===== config.mk =====
export PLATFORM = sky130hd
export DESIGN_NAME = ram_rr_arbiter
export DESIGN_NICKNAME = d
export VERILOG_FILES = /design/src/rtl/ram_rr_arbiter.sv
export SDC_FILE = /design/constraint.sdc
export NUM_CORES = 1
export LEC_CHECK = 0
export BUFFER_PORTS_ARGS = -buffer_cell sky130_fd_sc_hd__buf_2
export CAP_MARGIN = 15
export CORE_MARGIN = 1
export CORE_UTILIZATION = 24
export DETAILED_ROUTE_END_ITERATION = 7
export SLEW_MARGIN = 0
export SYNTH_ARGS = -nofsm -noshare
export SYNTH_HDL_FRONTEND = slang
export SYNTH_SLANG_ARGS = --single-unit

===== constraint.sdc =====
create_clock -name clk -period 1.6 [get_ports clk]
set_input_delay 0 -clock clk [delete_from_list [all_inputs] [get_ports clk]]
set_output_delay 0 -clock clk [all_outputs]
set_load 0.01 [all_outputs]

===== src/rtl/ram_rr_arbiter.sv =====
// ram_rr_arbiter: shares one single-port RAM between requesters A and B.
// Round-robin arbitration with an optional lock for back-to-back accesses.
// While the other side waits, a lock lasts at most LOCK_MAX grants.
// The grant path is combinational, so a request can be issued in the cycle it is raised.
// Read data returns one cycle after the read strobe and is steered to the side that issued it.
module ram_rr_arbiter #(
    parameter int DATA_WIDTH = 8,
    parameter int ADDR_WIDTH = 4,
    parameter int LOCK_MAX   = 4
) (
    input  logic                  clk,
    input  logic                  rst,
    input  logic                  a_req,
    input  logic                  a_lock,
    input  logic                  a_we,
    input  logic [ADDR_WIDTH-1:0] a_addr,
    input  logic [DATA_WIDTH-1:0] a_wdata,
    output logic                  a_gnt,
    output logic                  a_rvalid,
    output logic [DATA_WIDTH-1:0] a_rdata,
    input  logic                  b_req,
    input  logic                  b_lock,
    input  logic                  b_we,
    input  logic [ADDR_WIDTH-1:0] b_addr,
    input  logic [DATA_WIDTH-1:0] b_wdata,
    output logic                  b_gnt,
    output logic                  b_rvalid,
    output logic [DATA_WIDTH-1:0] b_rdata,
    output logic                  ram_en,
    output logic                  ram_we,
    output logic [ADDR_WIDTH-1:0] ram_addr,
    output logic [DATA_WIDTH-1:0] ram_wdata,
    input  logic [DATA_WIDTH-1:0] ram_rdata
);

    localparam int CNT_W = $clog2(LOCK_MAX + 1);
    localparam logic [CNT_W-1:0] CNT_MAX = CNT_W'(LOCK_MAX);

    typedef enum logic [1:0] {
        ST_ARB    = 2'd0,
        ST_LOCK_A = 2'd1,
        ST_LOCK_B = 2'd2
    } state_e;

    state_e           state_q, state_d;
    logic             last_q, last_d;        // side of the most recent grant: 0=A, 1=B
    logic [CNT_W-1:0] cnt_q, cnt_d;          // locked grants issued while the other side waited
    logic             rd_valid_q, rd_valid_d;
    logic             rd_side_q, rd_side_d;

    logic             gnt_any;
    logic             g_side;
    logic             g_lock;
    logic             g_we;
    logic             other_req;
    logic             own_req;
    logic             own_lock;
    logic             peer_req;
    logic [CNT_W-1:0] cnt_inc;

    // Grant decision: the lock owner only, otherwise round-robin with idle sides skipped.
    always_comb begin
        // NOTE: every output of a combinational block gets a default first so no latch is inferred.
        a_gnt = 1'b0;
        b_gnt = 1'b0;
        if (!rst) begin
            unique case (state_q)
                ST_ARB: begin
                    if (a_req && b_req) begin
                        a_gnt = last_q;
                        b_gnt = !last_q;
                    end else begin
                        a_gnt = a_req;
                        b_gnt = b_req;
                    end
                end
                ST_LOCK_A: a_gnt = a_req;
                ST_LOCK_B: b_gnt = b_req;
                default: begin
                    a_gnt = 1'b0;
                    b_gnt = 1'b0;
                end
            endcase
        end
    end

    // RAM side: steer the winner's access through, drive zeros when idle.
    always_comb begin
        gnt_any   = a_gnt | b_gnt;
        g_side    = b_gnt;
        g_lock    = b_gnt ? b_lock : a_lock;
        g_we      = b_gnt ? b_we : a_we;
        other_req = b_gnt ? a_req : b_req;
        ram_en    = gnt_any;
        ram_we    = gnt_any & g_we;
        ram_addr  = a_gnt ? a_addr  : (b_gnt ? b_addr  : '0);
        ram_wdata = a_gnt ? a_wdata : (b_gnt ? b_wdata : '0);
    end

    // Read return: the tagged side sees the RAM data, the other side sees zero.
    always_comb begin
        a_rvalid = !rst && rd_valid_q && !rd_side_q;
        b_rvalid = !rst && rd_valid_q &&  rd_side_q;
        a_rdata  = a_rvalid ? ram_rdata : '0;
        b_rdata  = b_rvalid ? ram_rdata : '0;
    end

    // Next state: lock entry, release, and the tenure cap while the other side waits.
    always_comb begin
        state_d    = state_q;
        last_d     = gnt_any ? g_side : last_q;
        cnt_d      = cnt_q;
        rd_valid_d = gnt_any && !g_we;
        rd_side_d  = gnt_any ? g_side : rd_side_q;
        own_req    = (state_q == ST_LOCK_B) ? b_req  : a_req;
        own_lock   = (state_q == ST_LOCK_B) ? b_lock : a_lock;
        peer_req   = (state_q == ST_LOCK_B) ? a_req  : b_req;
        cnt_inc    = cnt_q + CNT_W'(1);
        unique case (state_q)
            ST_ARB: begin
                cnt_d = '0;
                if (gnt_any && g_lock) begin
                    cnt_d   = CNT_W'(1);
                    state_d = g_side ? ST_LOCK_B : ST_LOCK_A;
                    if (other_req && (LOCK_MAX <= 1)) begin
                        state_d = ST_ARB;
                    end
                end
            end
            ST_LOCK_A, ST_LOCK_B: begin
                if (!own_req || !own_lock) begin
                    state_d = ST_ARB;
                    cnt_d   = '0;
                end else if (peer_req) begin
                    if (cnt_inc >= CNT_MAX) begin
                        state_d = ST_ARB;
                        cnt_d   = '0;
                    end else begin
                        cnt_d = cnt_inc;
                    end
                end
            end
            default: begin
                state_d = ST_ARB;
                cnt_d   = '0;
            end
        endcase
    end

    // State registers with synchronous reset; last=B so A wins the first tie.
    always_ff @(posedge clk) begin
        // NOTE: sequential state uses non-blocking assignments so all registers update together.
        if (rst) begin
            state_q    <= ST_ARB;
            last_q     <= 1'b1;
            cnt_q      <= '0;
            rd_valid_q <= 1'b0;
            rd_side_q  <= 1'b0;
        end else begin
            state_q    <= state_d;
            last_q     <= last_d;
            cnt_q      <= cnt_d;
            rd_valid_q <= rd_valid_d;
            rd_side_q  <= rd_side_d;
        end
    end

endmodule


# Yosys cells after proc, flatten, opt, wreduce, memory -nomap -nowiden
# Index checks and enable logic that the tools add are counted.
# op_classes
n_bitwise	2
mux	28
n_reduce_logical	16
n_lt_le_gt_ge	1
add_sub_neg	1
n_eq_ne	5
# op_table
cell	count
two-way mux 8 bit	4
two-way mux 1 bit	10
two-way mux 2 bit	5
two-way mux 3 bit	3
two-way mux 4 bit	2
logical AND 1 bit	6
logical NOT 1 bit	6
!= test 3 bit (second input constant)	2
one-hot mux 3 bit (2 select lines)	1
one-hot mux 1 bit (2 select lines)	2
one-hot mux 2 bit (2 select lines)	1
adder 3 x 1 -> 3 bit (second input constant)	1
>= comparator 3 bit (second input constant)	1
AND reduction 3 bit	1
equality test 2 x 1 -> 1 bit (second input constant)	1
equality test 2 bit (second input constant)	1
logical NOT 2 bit	1
!= test 2 bit (second input constant)	1
OR reduction 2 bit	1
AND 1 bit	1
logical OR 1 bit	1
bitwise OR 1 bit	1
# totals
regBits	8
output_inout_bits	34
elab_cells	58

# Depth between registers and ports, before layout
# logic_depth
ltp_word	8
depth_mapped	8

# Least setup slack after synthesis
# Ideal clock, no wire load.
# synth_path
path_kind	reg2reg
startpoint	register state_q[0]
endpoint	register state_q[0]
path_buffers	0
setup_time_ps	128
slack_ps	-50
arrival_time_ps	1522
stages_incl_launch_ff	8
required_ps	1472
cell_sequence	dfxtp_1 inv_1 ha_1 nand4bb_1 a21boi_1 nor3b_1 o211ai_1 a31oi_1
# synth_between
elab_chain_cells	7
elab_cells_between_ends	25
cone_classes	eq/ne (5); mux (12); bitwise (1); reduce/logical (7)
# synth_lines
element	line	source
start, declared	45	state_e state_q, state_d;
start signal, assigned	160	state_q <= state_d;
equality test 2 x 1 -> 1 bit, or another cell as far along	67, 119	
one-hot mux 1 bit (2 select lines)	67	unique case (state_q)
two-way mux 1 bit	66	if (!rst) begin
bitwise OR 1 bit or two-way mux 1 bit (tied branches)	89, 91	
logical AND 1 bit	122	if (gnt_any && g_lock) begin
!= test 2 bit (no source line)	n/a	
AND reduction 3 bit (no source line)	n/a	
# Parallel ways exist; a longest one is shown, timed or not. The select of a mux whose other input is x is not followed.
# A chain may end at the register's enable or synchronous reset.

# Final worst setup path
# layout_path
startpoint	register state_q[1]
endpoint	output ram_wdata[6]
# layout_between
elab_chain_cells	5
elab_cells_between_ends	9
cone_classes	eq/ne (2); mux (6); reduce/logical (1)
# layout_lines
element	line	source
equality test 2 bit or logical NOT 2 bit (tied branches)	67	
one-hot mux 1 bit (2 select lines)	67	
two-way mux 1 bit	66	
two-way mux 8 bit	97	ram_wdata = a_gnt ? a_wdata : (b_gnt ? b_wdata : '0);
two-way mux 8 bit (*)	97	
end, declared	32	output logic [DATA_WIDTH-1:0] ram_wdata,
# Every way passes the cells marked *; elsewhere a longest branch is shown, timed or not.

==> impl_metrics.csv <==
group,metric,value,unit
clock_network,htree_levels,1,
min_path,hp-class,"primary input to flop",
status,violations,"negative setup slack",
sta,rsz0062_at_grt,"yes",
setup_path,crit_path_max_incr_delay,0.39,ns
setup_path,criticalPathCategory,"flop to output pin",
synth,synth_flop_cell,"dfxtp_1",
sta,finClkSkew,0.00592,ns
finish,nets,262,
die,die_height,61.5,µm
finish,post-route-util,0.501,
placement,hpwl,2230,µm
clock_network,clk_pin_slew,0.06,ns
clock_network,cts_buffers,3,
synth,syn_area,848,µm²
setup_path,arrival,1.65,ns
synth,ys_types,32,
sta,hold_viol_final,0,
grt,grt_pass1_wl,4770,µm
grt,grt_max_degree,15,
synth,synth_seq_cells,8,
synth,synth_compound_area_frac,0.167,
finish,area_growth,98.8,%
synth,synthSimpleGateAreaFrac,0.487,
clock_network,cts_tree,"yes",
detailed_routing,totalWireLength,3150,µm
sta,fmax,608,MHz
placement,pre_cts_slack,-0.0849,ns
setup_path,critical_path_required,1.60,ns
clock_network,clk_latency,0.26,ns
sta,relSlewSlack,0.790,
sta,final.setup.worst_slack,-0.0450,ns
setup_path,crit_chain,"inv_6, ha_4, a31o_4, nand3_4, buf_8, nand3_2, nand2_1, buf_2",
detailed_routing,wl_per_cell,12.1,µm
sta,period_needed,1.65,ns
grt,antenna_found_initial,0,
detailed_routing,first_pass_iters,6,
synth,async_flop_share,0,
detailed_routing,post-route-drc-count,0,
synth,yosysWarnings,0,
setup_path,crit_family,"flip-flops",
placement,io_buffers,73,
grt,gr-total-overflow,0,
grt,grt_pass1_vias,1134,
synth,yosysSeqAreaShare,0.189,
detailed_routing,drt-initial-drc-count,27,
setup_path,crit_fanout,7,
finish,final_cells,260,
clock_network,clockBufferDepth,2,
setup_path,worstSetupStartpointType,"flop",
sta,fin_crit_sh,1.03,
synth,synth_fa_ha_area_frac,0.0885,
clock_network,clock-root-buffer,"clkbuf_4",
die,initial_core_util,0.252,
synth,post-synth-top-count-cell,"nand2_1",
power,p_per_area,1250,nW/µm²
status,outcome,"complete, but fails checks",
sta,worst_pin_slew,0.314,ns
detailed_routing,final_antenna_net_count,0,
setup_path,cp-end-kind,"output pin",
power,p_leak,0.865,nW
die,rows,21,
setup_path,path_buf_inv,3,
synth,yosys-top-cells-count,"nand2_1, and2_1, nand3_1",
synth,yosysTopAreaCell,"dfxtp_1",
sta,setup_viol,13,
placement,placedCellCount,248,
die,top_level_ports,74,
synth,synthCells,126,
synth,synth_mux_area_frac,0,
job,max-cap-violations,0,
synth,syn_avg_cell_area,6.73,µm²
synth,synth_nets,172,
finish,num-fill-cells,359,
sta,slew_violations,0,
detailed_routing,num_vias,1254,
synth,synth_edf_count,0,
setup_path,critical-path-slowest-cell,"dfxtp_4",
die,dieArea,3780,µm²
finish,layout-drive-gt1-share,0.612,
die,die-width,61.5,µm
synth,yosys-top-cells-area,"dfxtp_1, nand2_1, and2_1",
finish,n_antenna_cell,0,
detailed_routing,vias_per_cell,4.82,
synth,synth_top_family_by_area,"simple AND/OR/NAND/NOR gates",
synth,synth-xor-area-share,0.0103,
power,peakVddDrop,0.779,mV
synth,synth_top_area_share,0.189,
grt,grt_use_total,0.168,
die,coreArea,3360,µm²
placement,gp_congestion,0.776,
clock_network,cts.sinks,8,
## sequential cells by signal, summed over array words and instances (netlist names)
signal,count
rd_valid_q,1
cnt_q,3
state_q,2
last_q,1
rd_side_q,1
## cells in the final DEF, fill, tap and decap left out, types with 4 or more instances in the layout
cell type,synthesis,layout
and2_1,16,16
buf_2,4,70
buf_4,0,12
buf_6,0,6
dfxtp_1,8,6
nand2_1,30,26
nand2_2,0,4
nand3_2,1,10
## worst paths after layout
check / slack [ns] / depth (start not counted) / to / start
max: -0.05 / 8 / ram_wdata[6] / state_q[1]
min: 0.01 / 2 / state_q[0] / rst
min reg2reg: 0.50 / 2 / cnt_q[1] / cnt_q[1]
max reg2reg: 0.04 / 7 / state_q[0] / state_q[1]
## cells by family after synthesis
family,Yosys count
adder cells (fa/ha/maj),6
buffers and inverters,12
flip-flops,8
AO/OA/AOI/OAI,20
XOR/XNOR,1
AND/OR/NAND/NOR,79
## layout make-up
cell class,count,area (µm²),share of cell area
multi-input cells,106,858,0.509
repair buffers,91,548,0.325
clock buffers,3,22.5,0.0134
well taps,46,57.6,0.0341
flip-flops and latches,8,165,0.0979
inverters,6,35.0,0.0208
## power breakdown
part	total, mW	switching [mW]	leakage, nW	internal, mW
combinational	1.63	0.787	0.785	0.839
clock	0.167	0.0805	0.0138	0.0867
sequential	0.311	0.0517	0.0665	0.259
total	2.10	0.920	0.865	1.18
## per-layer routing
layer | global-route usage | up-vias | wire, µm
met5 | 0 | - | 0
met4 | 0.0476 | 0 | 51
met3 | 0.0441 | 6 | 223
met2 | 0.303 | 56 | 1610
met1 | 0.197 | 566 | 1260
li1 | - | 626 | -
## per-stage QoR
stage               TNS [ns]  area [µm²]  total power, mW  hold WS [ns]
CTS                   -0.201        1550             1.90        0.0199
detailed placement    -0.226        1320             1.35         0.244
global route           -1.45        1690             2.26        0.0178
finish                -0.463        1690             2.10        0.0114
floorplan                  0         852            0.938         0.111
global placement     -0.0919        1320             1.34         0.227
## what timing repair did
action / in CTS / in global routing
buffers inserted: 3 / 3
gates cloned: 2 / 0
endpoints found under the setup margin: 20 / 18
pin swaps: 8 / 21
hold buffers: 1 / 0
gates resized for setup: 41 / 21
endpoints found under the hold margin: 1 / 0
Power figures use the tool's default switching activity.
